==> src/rtl/mul_pkg.sv <==
// Shared types for the iterative multiplier.
//   mul_op_e    : operation select carried on op_i
//   mul_state_e : control FSM states
//   bpc_legal() : elaboration-time check of the XLEN / BITS_PER_CYC pairing
package mul_pkg;

  typedef enum logic [1:0] {
    MUL_OP_MUL    = 2'b00,  // low half
    MUL_OP_MULH   = 2'b01,  // signed x signed, high half
    MUL_OP_MULHSU = 2'b10,  // signed x unsigned, high half
    MUL_OP_MULHU  = 2'b11   // unsigned x unsigned, high half
  } mul_op_e;

  typedef enum logic [1:0] {
    IDLE = 2'b00,
    CALC = 2'b01,
    FIX  = 2'b10,
    DONE = 2'b11
  } mul_state_e;

  function automatic bit bpc_legal(input int xlen, input int bpc);
    return ((xlen == 32) || (xlen == 64)) &&
           ((bpc == 1) || (bpc == 2) || (bpc == 4)) &&
           ((xlen % bpc) == 0);
  endfunction

endpackage

==> src/rtl/mul_radix_step.sv <==
// One iteration of the shift-add multiplier: forms the partial product of the
// unsigned multiplicand magnitude with one BITS_PER_CYC-wide multiplier digit,
// positions it at the current digit weight and adds it to the accumulator.
// Ports:
//   acc      in  2*XLEN  running accumulator
//   a_mag    in  XLEN    multiplicand magnitude
//   digit    in  BPC     current multiplier digit
//   shift    in  SH_W    bit weight of the digit
//   acc_next out 2*XLEN  accumulator after this step
module mul_radix_step #(
  parameter int XLEN         = 32,
  parameter int BITS_PER_CYC = 2,
  parameter int SH_W         = $clog2(2 * XLEN)
) (
  input  logic [2*XLEN-1:0]       acc,
  input  logic [XLEN-1:0]         a_mag,
  input  logic [BITS_PER_CYC-1:0] digit,
  input  logic [SH_W-1:0]         shift,
  output logic [2*XLEN-1:0]       acc_next
);

  logic [2*XLEN-1:0] a_ext;
  logic [2*XLEN-1:0] pp;

  assign a_ext = {{XLEN{1'b0}}, a_mag};

  always_comb begin
    pp = '0;
    for (int i = 0; i < BITS_PER_CYC; i++) begin
      if (digit[i]) begin
        pp = pp + (a_ext << i);
      end
    end
    acc_next = acc + (pp << shift);
  end

endmodule

==> src/rtl/mul_iter.sv <==
// Iterative multi-mode integer multiplier (MUL / MULH / MULHSU / MULHU).
// Operands are converted to magnitudes on accept, multiplied unsigned over
// N = XLEN/BITS_PER_CYC CALC cycles, and the sign is applied in FIX.
// Optional build macro: MUL_ITER_EARLY_OUT_EN -- leave CALC as soon as the
// remaining multiplier bits are all zero (results unchanged, latency shorter).
// Ports:
//   clk_i         in   clock (rising edge)
//   rst_i         in   synchronous active-high reset
//   req_valid_i   in   request valid
//   req_ready_o   out  ready for a request (IDLE only)
//   op_i          in   operation select (mul_op_e encoding)
//   a_i, b_i      in   multiplicand / multiplier
//   flush_i       in   abort the operation in flight
//   resp_valid_o  out  result valid (DONE)
//   resp_ready_i  in   consumer takes the result
//   result_o      out  op-selected XLEN half of the product
//   product_o     out  full 2*XLEN product
import mul_pkg::*;

module mul_iter #(
  parameter int XLEN         = 32,
  parameter int BITS_PER_CYC = 2
) (
  input  logic              clk_i,
  input  logic              rst_i,
  input  logic              req_valid_i,
  output logic              req_ready_o,
  input  logic [1:0]        op_i,
  input  logic [XLEN-1:0]   a_i,
  input  logic [XLEN-1:0]   b_i,
  input  logic              flush_i,
  output logic              resp_valid_o,
  input  logic              resp_ready_i,
  output logic [XLEN-1:0]   result_o,
  output logic [2*XLEN-1:0] product_o
);

  localparam int N       = XLEN / BITS_PER_CYC;
  localparam int CNT_W   = $clog2(N);
  localparam int SH_W    = $clog2(2 * XLEN);
  localparam int LOG_BPC = $clog2(BITS_PER_CYC);

  if (!bpc_legal(XLEN, BITS_PER_CYC)) begin : g_bad_cfg
    $error("mul_iter: unsupported XLEN/BITS_PER_CYC combination");
  end

  // Two's complement negate of an XLEN value when s is set. The most-negative
  // value maps onto itself, which is exactly its unsigned magnitude.
  function automatic logic [XLEN-1:0] abs_val(input logic signed [XLEN-1:0] v,
                                              input logic s);
    return s ? -v : v;
  endfunction

  function automatic logic [2*XLEN-1:0] apply_sign(input logic signed [2*XLEN-1:0] m,
                                                   input logic n);
    return n ? -m : m;
  endfunction

  mul_state_e        state, state_nxt;
  logic [CNT_W-1:0]  cnt;
  mul_op_e           op_q;
  logic              neg_q;
  logic [XLEN-1:0]   a_mag;
  logic [XLEN-1:0]   mplr;
  logic [2*XLEN-1:0] acc;
  logic [2*XLEN-1:0] acc_step;
  logic [2*XLEN-1:0] prod_signed;
  logic [SH_W-1:0]   shamt;

  mul_op_e           op_in;
  logic              sign_a;
  logic              sign_b;
  logic              accept;
  logic              calc_exit;

  assign op_in  = mul_op_e'(op_i);
  assign sign_a = a_i[XLEN-1] && ((op_in == MUL_OP_MULH) || (op_in == MUL_OP_MULHSU));
  assign sign_b = b_i[XLEN-1] && (op_in == MUL_OP_MULH);
  // A flush in the request cycle blocks the accept.
  assign accept = (state == IDLE) && req_valid_i && !flush_i;

`ifdef MUL_ITER_EARLY_OUT_EN
  assign calc_exit = (mplr == '0) || (cnt == CNT_W'(N - 1));
`else
  assign calc_exit = (cnt == CNT_W'(N - 1));
`endif

  assign shamt       = SH_W'(cnt) << LOG_BPC;
  assign prod_signed = apply_sign(acc, neg_q);

  mul_radix_step #(
    .XLEN         (XLEN),
    .BITS_PER_CYC (BITS_PER_CYC),
    .SH_W         (SH_W)
  ) u_step (
    .acc      (acc),
    .a_mag    (a_mag),
    .digit    (mplr[BITS_PER_CYC-1:0]),
    .shift    (shamt),
    .acc_next (acc_step)
  );

  // ---- state register ----
  always_ff @(posedge clk_i) begin
    if (rst_i) begin
      state <= IDLE;
    end else begin
      state <= state_nxt;
    end
  end

  // ---- next-state logic ----
  always_comb begin
    state_nxt = state;
    unique case (state)
      IDLE: if (accept) state_nxt = CALC;
      CALC: begin
        if (flush_i)        state_nxt = IDLE;
        else if (calc_exit) state_nxt = FIX;
      end
      FIX:  state_nxt = flush_i ? IDLE : DONE;
      DONE: if (flush_i || resp_ready_i) state_nxt = IDLE;
      default: state_nxt = IDLE;
    endcase
  end

  // ---- output decode ----
  always_comb begin
    req_ready_o  = (state == IDLE);
    resp_valid_o = (state == DONE);
  end

  // ---- operand capture and iteration datapath ----
  always_ff @(posedge clk_i) begin
    if (accept) begin
      op_q  <= op_in;
      neg_q <= sign_a ^ sign_b;
      a_mag <= abs_val($signed(a_i), sign_a);
      mplr  <= abs_val($signed(b_i), sign_b);
      acc   <= '0;
      cnt   <= '0;
    end else if (state == CALC) begin
      acc  <= acc_step;
      mplr <= mplr >> BITS_PER_CYC;
      cnt  <= cnt + CNT_W'(1);
    end
  end

  // ---- result registers ----
  always_ff @(posedge clk_i) begin
    if (rst_i) begin
      product_o <= '0;
      result_o  <= '0;
    end else if ((state == FIX) && !flush_i) begin
      product_o <= prod_signed;
      result_o  <= (op_q == MUL_OP_MUL) ? prod_signed[XLEN-1:0]
                                        : prod_signed[2*XLEN-1:XLEN];
    end
  end

endmodule

==> config.mk <==
export PLATFORM = sky130hd
export DESIGN_NAME = mul_iter
export DESIGN_NICKNAME = d
export VERILOG_FILES = /design/src/rtl/mul_pkg.sv /design/src/rtl/mul_radix_step.sv /design/src/rtl/mul_iter.sv
export SDC_FILE = /design/constraint.sdc
export NUM_CORES = 1
export LEC_CHECK = 0
export CAP_MARGIN = 20
export CORE_MARGIN = 3
export CORE_UTILIZATION = 40
export DETAILED_ROUTE_END_ITERATION = 10
export GPL_TIMING_DRIVEN = 0
export PLACE_DENSITY = 0.62
export SYNTH_ARGS = -nofsm -noshare
export SYNTH_HDL_FRONTEND = slang
export SYNTH_HIERARCHICAL = 1
export SYNTH_SLANG_ARGS = --single-unit
==> constraint.sdc <==
create_clock -name clk_i -period 6.6 [get_ports clk_i]
set_input_delay 1.65 -clock clk_i [delete_from_list [all_inputs] [get_ports clk_i]]
set_output_delay 1.65 -clock clk_i [all_outputs]
set_load 0.01 [all_outputs]
# Yosys cells after proc, flatten, opt, wreduce, memory -nomap -nowiden

Index checks and enable logic that the tools add are counted.

Bits in registers: 233
Latch bits: 0
Memory bits (writable): 0
Bits in read-only memories: 0
Input bits: 71
Output and inout bits: 98
Logic and storage cells: 52
Memories kept: 0

$add $sub $neg: 6
$mul: 0
Divide/modulo/power cells: 0
Magnitude comparators: 0
Eq/ne operators: 9
Shift operators: 1
Muxes and demuxes: 14
Bitwise gates (word level): 1
Reduce and logical (&&, ||, !) cells: 12

Operator list:

| operator                                              | count |
|---|---|
| two-way mux 32 bit                                    | 6 |
| two-way mux 64 bit                                    | 2 |
| adder 64 x 33 -> 64 bit                               | 1 |
| adder 64 bit                                          | 1 |
| negator 32 bit                                        | 2 |
| negator 64 bit                                        | 1 |
| << shifter 64 x 5 -> 64 bit                           | 1 |
| two-way mux 2 bit                                     | 5 |
| one-hot mux 2 bit (4 select lines)                    | 1 |
| == test 2 bit, second input constant                  | 3 |
| logical AND 1 bit                                     | 5 |
| adder 4 x 1 -> 4 bit, second input constant           | 1 |
| == test 2 x 1 -> 1 bit, second input constant         | 2 |
| == test 4 bit, second input constant                  | 1 |
| zero test 2 bit                                       | 2 |
| inequality test 2 x 1 -> 1 bit, second input constant | 2 |
| inequality test 3 bit, second input constant          | 1 |
| AND reduction 3 bit                                   | 1 |
| logical OR 1 bit                                      | 2 |
| nonzero test 2 bit                                    | 1 |
| zero test 1 bit                                       | 1 |
| XOR 1 bit                                             | 1 |

# Longest topological paths before layout

Word-level depth: 5
Mapped depth: 38
Depth with buffers taken out: 28

# Modules after synthesis

The synthesis kept the hierarchy.

By module, submodules not included:

| module         | times used | cells an instance | area each (um^2) | seq. area each (um^2) |
|---|---|---|---|---|
| mul_iter       | 1          | 1324              | 11466.0          | 5335.1 |
| mul_radix_step | 1          | 1672              | 10936.7          | 0.0 |

# Least setup slack after synthesis

OpenSTA, ideal clock, no wires.

Kind: register -> register
Start point: register mplr[0]
End point: register acc[63]
Library setup time: 132 ps
Arrival time: 6805 ps
Data required time: 6468 ps
Setup slack: -338 ps
Stages on the path, launching flop included: 33
Path buffers: 7
Clock period less this slack: 6938 ps
Path through: edfxtp_1 buf_4 buf_6 buf_6 buf_4 buf_2 buf_2 and2_1 ha_1 fa_1 a21oi_1 o221ai_2 a21oi_1 o211ai_1 a211o_1 a31o_1 a221o_1 mux4_2 mux2_4 and2_1 ha_1 clkbuf_1 nand4_1 nor2_1 o2111ai_1 a2111oi_0 nor2_1 o2111ai_1 a21oi_1 a211oi_1 a22oi_1 nand2_1 a21oi_1

Word-level cells in the longest chain between the ends: 5

RTL lines:

| element                       | line                 | RTL |
|---|---|---|
| start, declared               | mul_iter.sv:64       | `logic [XLEN-1:0] mplr;` |
| start signal, assigned        | mul_iter.sv:139      | `mplr <= abs_val($signed(b_i), sign_b);` |
| start signal, assigned        | mul_iter.sv:144      | `mplr <= mplr >> BITS_PER_CYC;` |
| two-way mux 32 bit *          | mul_radix_step.sv:30 | `if (digit[i]) begin` |
| adder 64 x 33 -> 64 bit       | mul_radix_step.sv:31 | `pp = pp + (a_ext << i);` |
| two-way mux 64 bit *          | mul_radix_step.sv:30 |  |
| << shifter 64 x 5 -> 64 bit * | mul_radix_step.sv:34 | `acc_next = acc + (pp << shift);` |
| adder 64 bit *                | mul_radix_step.sv:34 |  |
| named net acc_step[63]        | mul_iter.sv:66       | `logic [2*XLEN-1:0] acc_step;` |
| end signal, assigned          | mul_iter.sv:143      | `acc <= acc_step;` |
| end, declared                 | mul_iter.sv:65       | `logic [2*XLEN-1:0] acc;` |

Mark *: on every way through the listed nets, which the timed path passes. The rest lies on a longest branch.
A chain may end at the register's enable or synchronous reset.

# Worst setup path in the final report

Start point: register mplr[0]
End point: register acc[60]

Same word-level chain as after synthesis.

==> impl_summary.md <==
Run status
The run finished, with violations left. The checks that failed: negative setup slack.

Logic synthesis
The number of warnings printed during yosys synthesis is 6. The distinct cell type count of the synthesized netlist is roughly 110. The number of enable flip-flop cells after synthesis is 67. The synthesized design contains 233 register bits. For this run, the register share of the synthesized area comes to 0.2381. The mean instance size in the synthesized netlist is ~7.5 um^2. The instance count of the mapped netlist is 2,996. The async set-or-reset flop fraction in the synthesized netlist is 0. The cell area after technology mapping is approximately 0.022 mm^2. The main flop type after synthesis is sky130_fd_sc_hd__dfxtp_1.

CTS
The number of buffers created by CTS is 28. The CTS tree is yes. The maximum buffer depth of the clock tree is 3. CTS built an H-tree with a depth of 1.

The number of clock sinks seen by CTS is 233. The root buffer cell is sky130_fd_sc_hd__clkbuf_16. The clock reaches the later pin of the worst-skew pair after 0.57 ns. The clock-pin slew on the worst setup and hold paths is about 0.060 ns.

Setup path
The slowest stage of the critical path belongs to the cell sky130_fd_sc_hd__mux4_2. At the worst endpoint, the required time is roughly 7 ns. The peak fanout along the critical path is 4. The worst setup path is launched from a flop.

The kind of end point of the critical path is a flop. The critical setup path kind is reg2reg. The most numerous cell type found on the critical path is sky130_fd_sc_hd__buf_12. The data arrival time at the worst-slack endpoint is approximately 7.7 ns.

The register-to-register path setup slack is -0.70 ns. The stage delay of the slowest cell on the critical path is 0.51 ns.

Timing
The max-slew violation total from the final report was 0. Setup slack on the critical path of the routed design comes to -0.6994 ns. The highest achievable clock rate is 137.0 MHz. Setup repair after global routing could not meet its margin everywhere.

The final worst-path cycle share is 1.106. Setup violations remaining at the end of the flow were counted as 35. The hold violation count in the final report was 0. For the pin with the worst max-slew slack, the measured transition is slightly below 1 ns. On the final layout, the worst clock skew is between 0.02 and 0.025 ns. The worst relative slew slack is 0.3402. The shortest clock period the worst path allows after layout is 7.299 ns.

Min path
The class of the tightest hold or removal check is reg2reg.

Route
The number of iterations in the first detailed-routing pass is 6. The average wire per standard cell is 23.99 um. The post-detailed-route via-to-cell ratio is 6.261. The post-route DRC violation count is 0. The sum of routed wire length over all layers is 97,830 um.

The routed layout has 25,530 vias. In this run the remaining antenna-violating nets after routing total 0. The number of violations reported at the end of detailed-routing iteration 0 is 2,287.

Run
The reported max-cap violation count is 0.

Global route
The combined global-route utilization of all metal layers is 0.3149. The maximum number of pins on one net before global-route repair is 36. The via count of the first global-routing pass was 24,240.

The first-pass GRT wire length is 147,300 um. The global route total overflow is 0. The number of antenna violations at the first check in global routing came to 0.

Die
The initialized floorplan defines 86 standard-cell rows. The total area inside the core boundary comes to approximately 0.055 mm^2. The die span in y is 242.7 um. The floorplan step defined a die boundary enclosing 0.05888 mm^2. The floorplan step set the die width to 242.7 um. In this run the count of I/O pins placed on the die edge is 169. The effective utilization at floorplan is 0.4058.

Power
The power density over the cells is 270.4 mW/mm^2. Summed over all cells, the static leakage comes to 10.77 nW. The worst ir drop on vdd is 244.7 uV. The overall power consumption is around 8 mW.

Cells and area
Fill cells in the final layout number 5,281. Of the cells placed in the final design, the portion with a size suffix greater than 1 is 0.1664. The top cell types in the final layout, fill and taps aside, are 431 x sky130_fd_sc_hd__nand2_1, 226 x sky130_fd_sc_hd__nor2_1, 193 x sky130_fd_sc_hd__a21oi_1, 167 x sky130_fd_sc_hd__clkdlybuf4s50_1, 166 x sky130_fd_sc_hd__dfxtp_1. The most frequent standard cell in the layout excluding fill and tap cells is sky130_fd_sc_hd__nand2_1.

The number of non-filler instances in the completed layout is around 4,000. At the end of the flow, the number of nets in the layout was 3,457. The post-synthesis to final-layout area growth is 28.96%.

Placement
Including well taps, the total number of placed cells is a little under 4,000. The HPWL after detailed placement is between 70,000 and 80,000 um. At the end of routability-driven placement, the weighted congestion stood at about 1. Input and output buffers added on the ports amount to between 150 and 200.
[flip-flops by register name (all words and copies together), names as in the netlist]
name / flops
state: 2
cnt: 4
mplr: 32
a_mag: 32
product_o: 64
result_o: 32
op_q: 2
neg_q: 1
acc: 64
[power by group]
part	internal (mW)	switching (mW)	leakage [nW]
combinational	1.70	2.63	8.33
sequential	1.61	0.267	1.98
clock	0.938	0.663	0.459
total	4.25	3.56	10.8
[path summary, 6_finish.rpt]
path / from / to / depth (start not counted)
max: mplr[0] / acc[60] / 33
min: product_o[47] / product_o[47] / 2
max reg2reg: mplr[0] / acc[60] / 33
min reg2reg: product_o[47] / product_o[47] / 2
[cells by family (layout without fill, tap and decap cells)]
family	after synthesis	in the layout	share of synthesized area
muxes	100	100	0.05339
adders and majority gates	79	79	0.04479
xor gates and xnor gates	201	201	0.08048
other	1	3	0.0001674
DFF	233	233	0.2381
buffers and inverters	297	629	0.05406
AOI/OAI and AO/OA	947	947	0.2860
and+or+nand+nor	1138	1138	0.2430
[what timing repair did]
item	4_1_cts	5_1_grt
hold buffers	0	0
pin swaps	99	81
setup buffers	76	48
gates resized for setup	271	137
setup endpoints to repair	52	41
[routing by layer]
metal	part of all wire	up-vias	global-route usage
met4	0.050	0	0.1320
met5	0	-	0
li1	-	11760	-
met2	0.46	1105	0.5261
met3	0.072	256	0.05126
met1	0.42	12420	0.4040
[through the flow]
stage	cell area, um^2	setup slack (ns)	utilization	setup TNS (ns)	hold slack (ns)
final	28890	-0.6994	0.5234	-13.90	0.4498
after global routing	28890	-0.9140	0.5233	-22.01	0.4778
after CTS	27840	-0.5958	0.5044	-8.589	0.4550
after detailed placement	25140	-2.196	0.4554	-74.75	0.4441
after global placement	25080	-2.353	0.4544	-77.42	0.4373
after floorplan	22480	0.007347	-	0	0.4713
[area by class of cell]
type / instances / area, um^2 / area share
Clock buffer: 36 / 762.0 / 0.02637
Multi-Input combinational cell: 2467 / 17700 / 0.6126
Antenna cell: 1 / 2.502 / 0.00008661
Timing Repair Buffer: 292 / 2735 / 0.09467
Tap cell: 748 / 935.9 / 0.03239
Buffer: 206 / 943.4 / 0.03265
Clock inverter: 16 / 177.7 / 0.006150
Sequential cell: 233 / 5335 / 0.1847
Inverter: 79 / 301.5 / 0.01044
[worst max-delay path: cells and delay by family, from the launching register on]
kind	cells	cell delay (ns)
muxes	5	1.54
AOI/OAI and AO/OA	13	2.61
and+or+nand+nor	5	0.79
DFF	1	0.44
xor gates and xnor gates	1	0.13
adders and majority gates	3	0.84
buffers and inverters	6	0.76
[cells in the mapped netlist (44+ instances only)]
cell / number / share of area
sky130_fd_sc_hd__ha_1: 77 / 0.043
sky130_fd_sc_hd__inv_1: 73 / 0.012
sky130_fd_sc_hd__a21oi_1: 244 / 0.055
sky130_fd_sc_hd__xnor2_1: 99 / 0.039
sky130_fd_sc_hd__xor2_1: 99 / 0.039
sky130_fd_sc_hd__nand2_1: 438 / 0.073
sky130_fd_sc_hd__o21ai_0: 177 / 0.040
sky130_fd_sc_hd__a211oi_1: 53 / 0.018
sky130_fd_sc_hd__nand3_1: 70 / 0.016
sky130_fd_sc_hd__edfxtp_1: 67 / 0.090
sky130_fd_sc_hd__dfxtp_1: 166 / 0.15
sky130_fd_sc_hd__nor2_1: 249 / 0.042
sky130_fd_sc_hd__mux2i_1: 64 / 0.029
sky130_fd_sc_hd__nor3_1: 67 / 0.015
sky130_fd_sc_hd__clkbuf_1: 165 / 0.028
sky130_fd_sc_hd__a21o_1: 58 / 0.019
sky130_fd_sc_hd__o31ai_1: 44 / 0.015
Power figures use the tool's default switching activity.
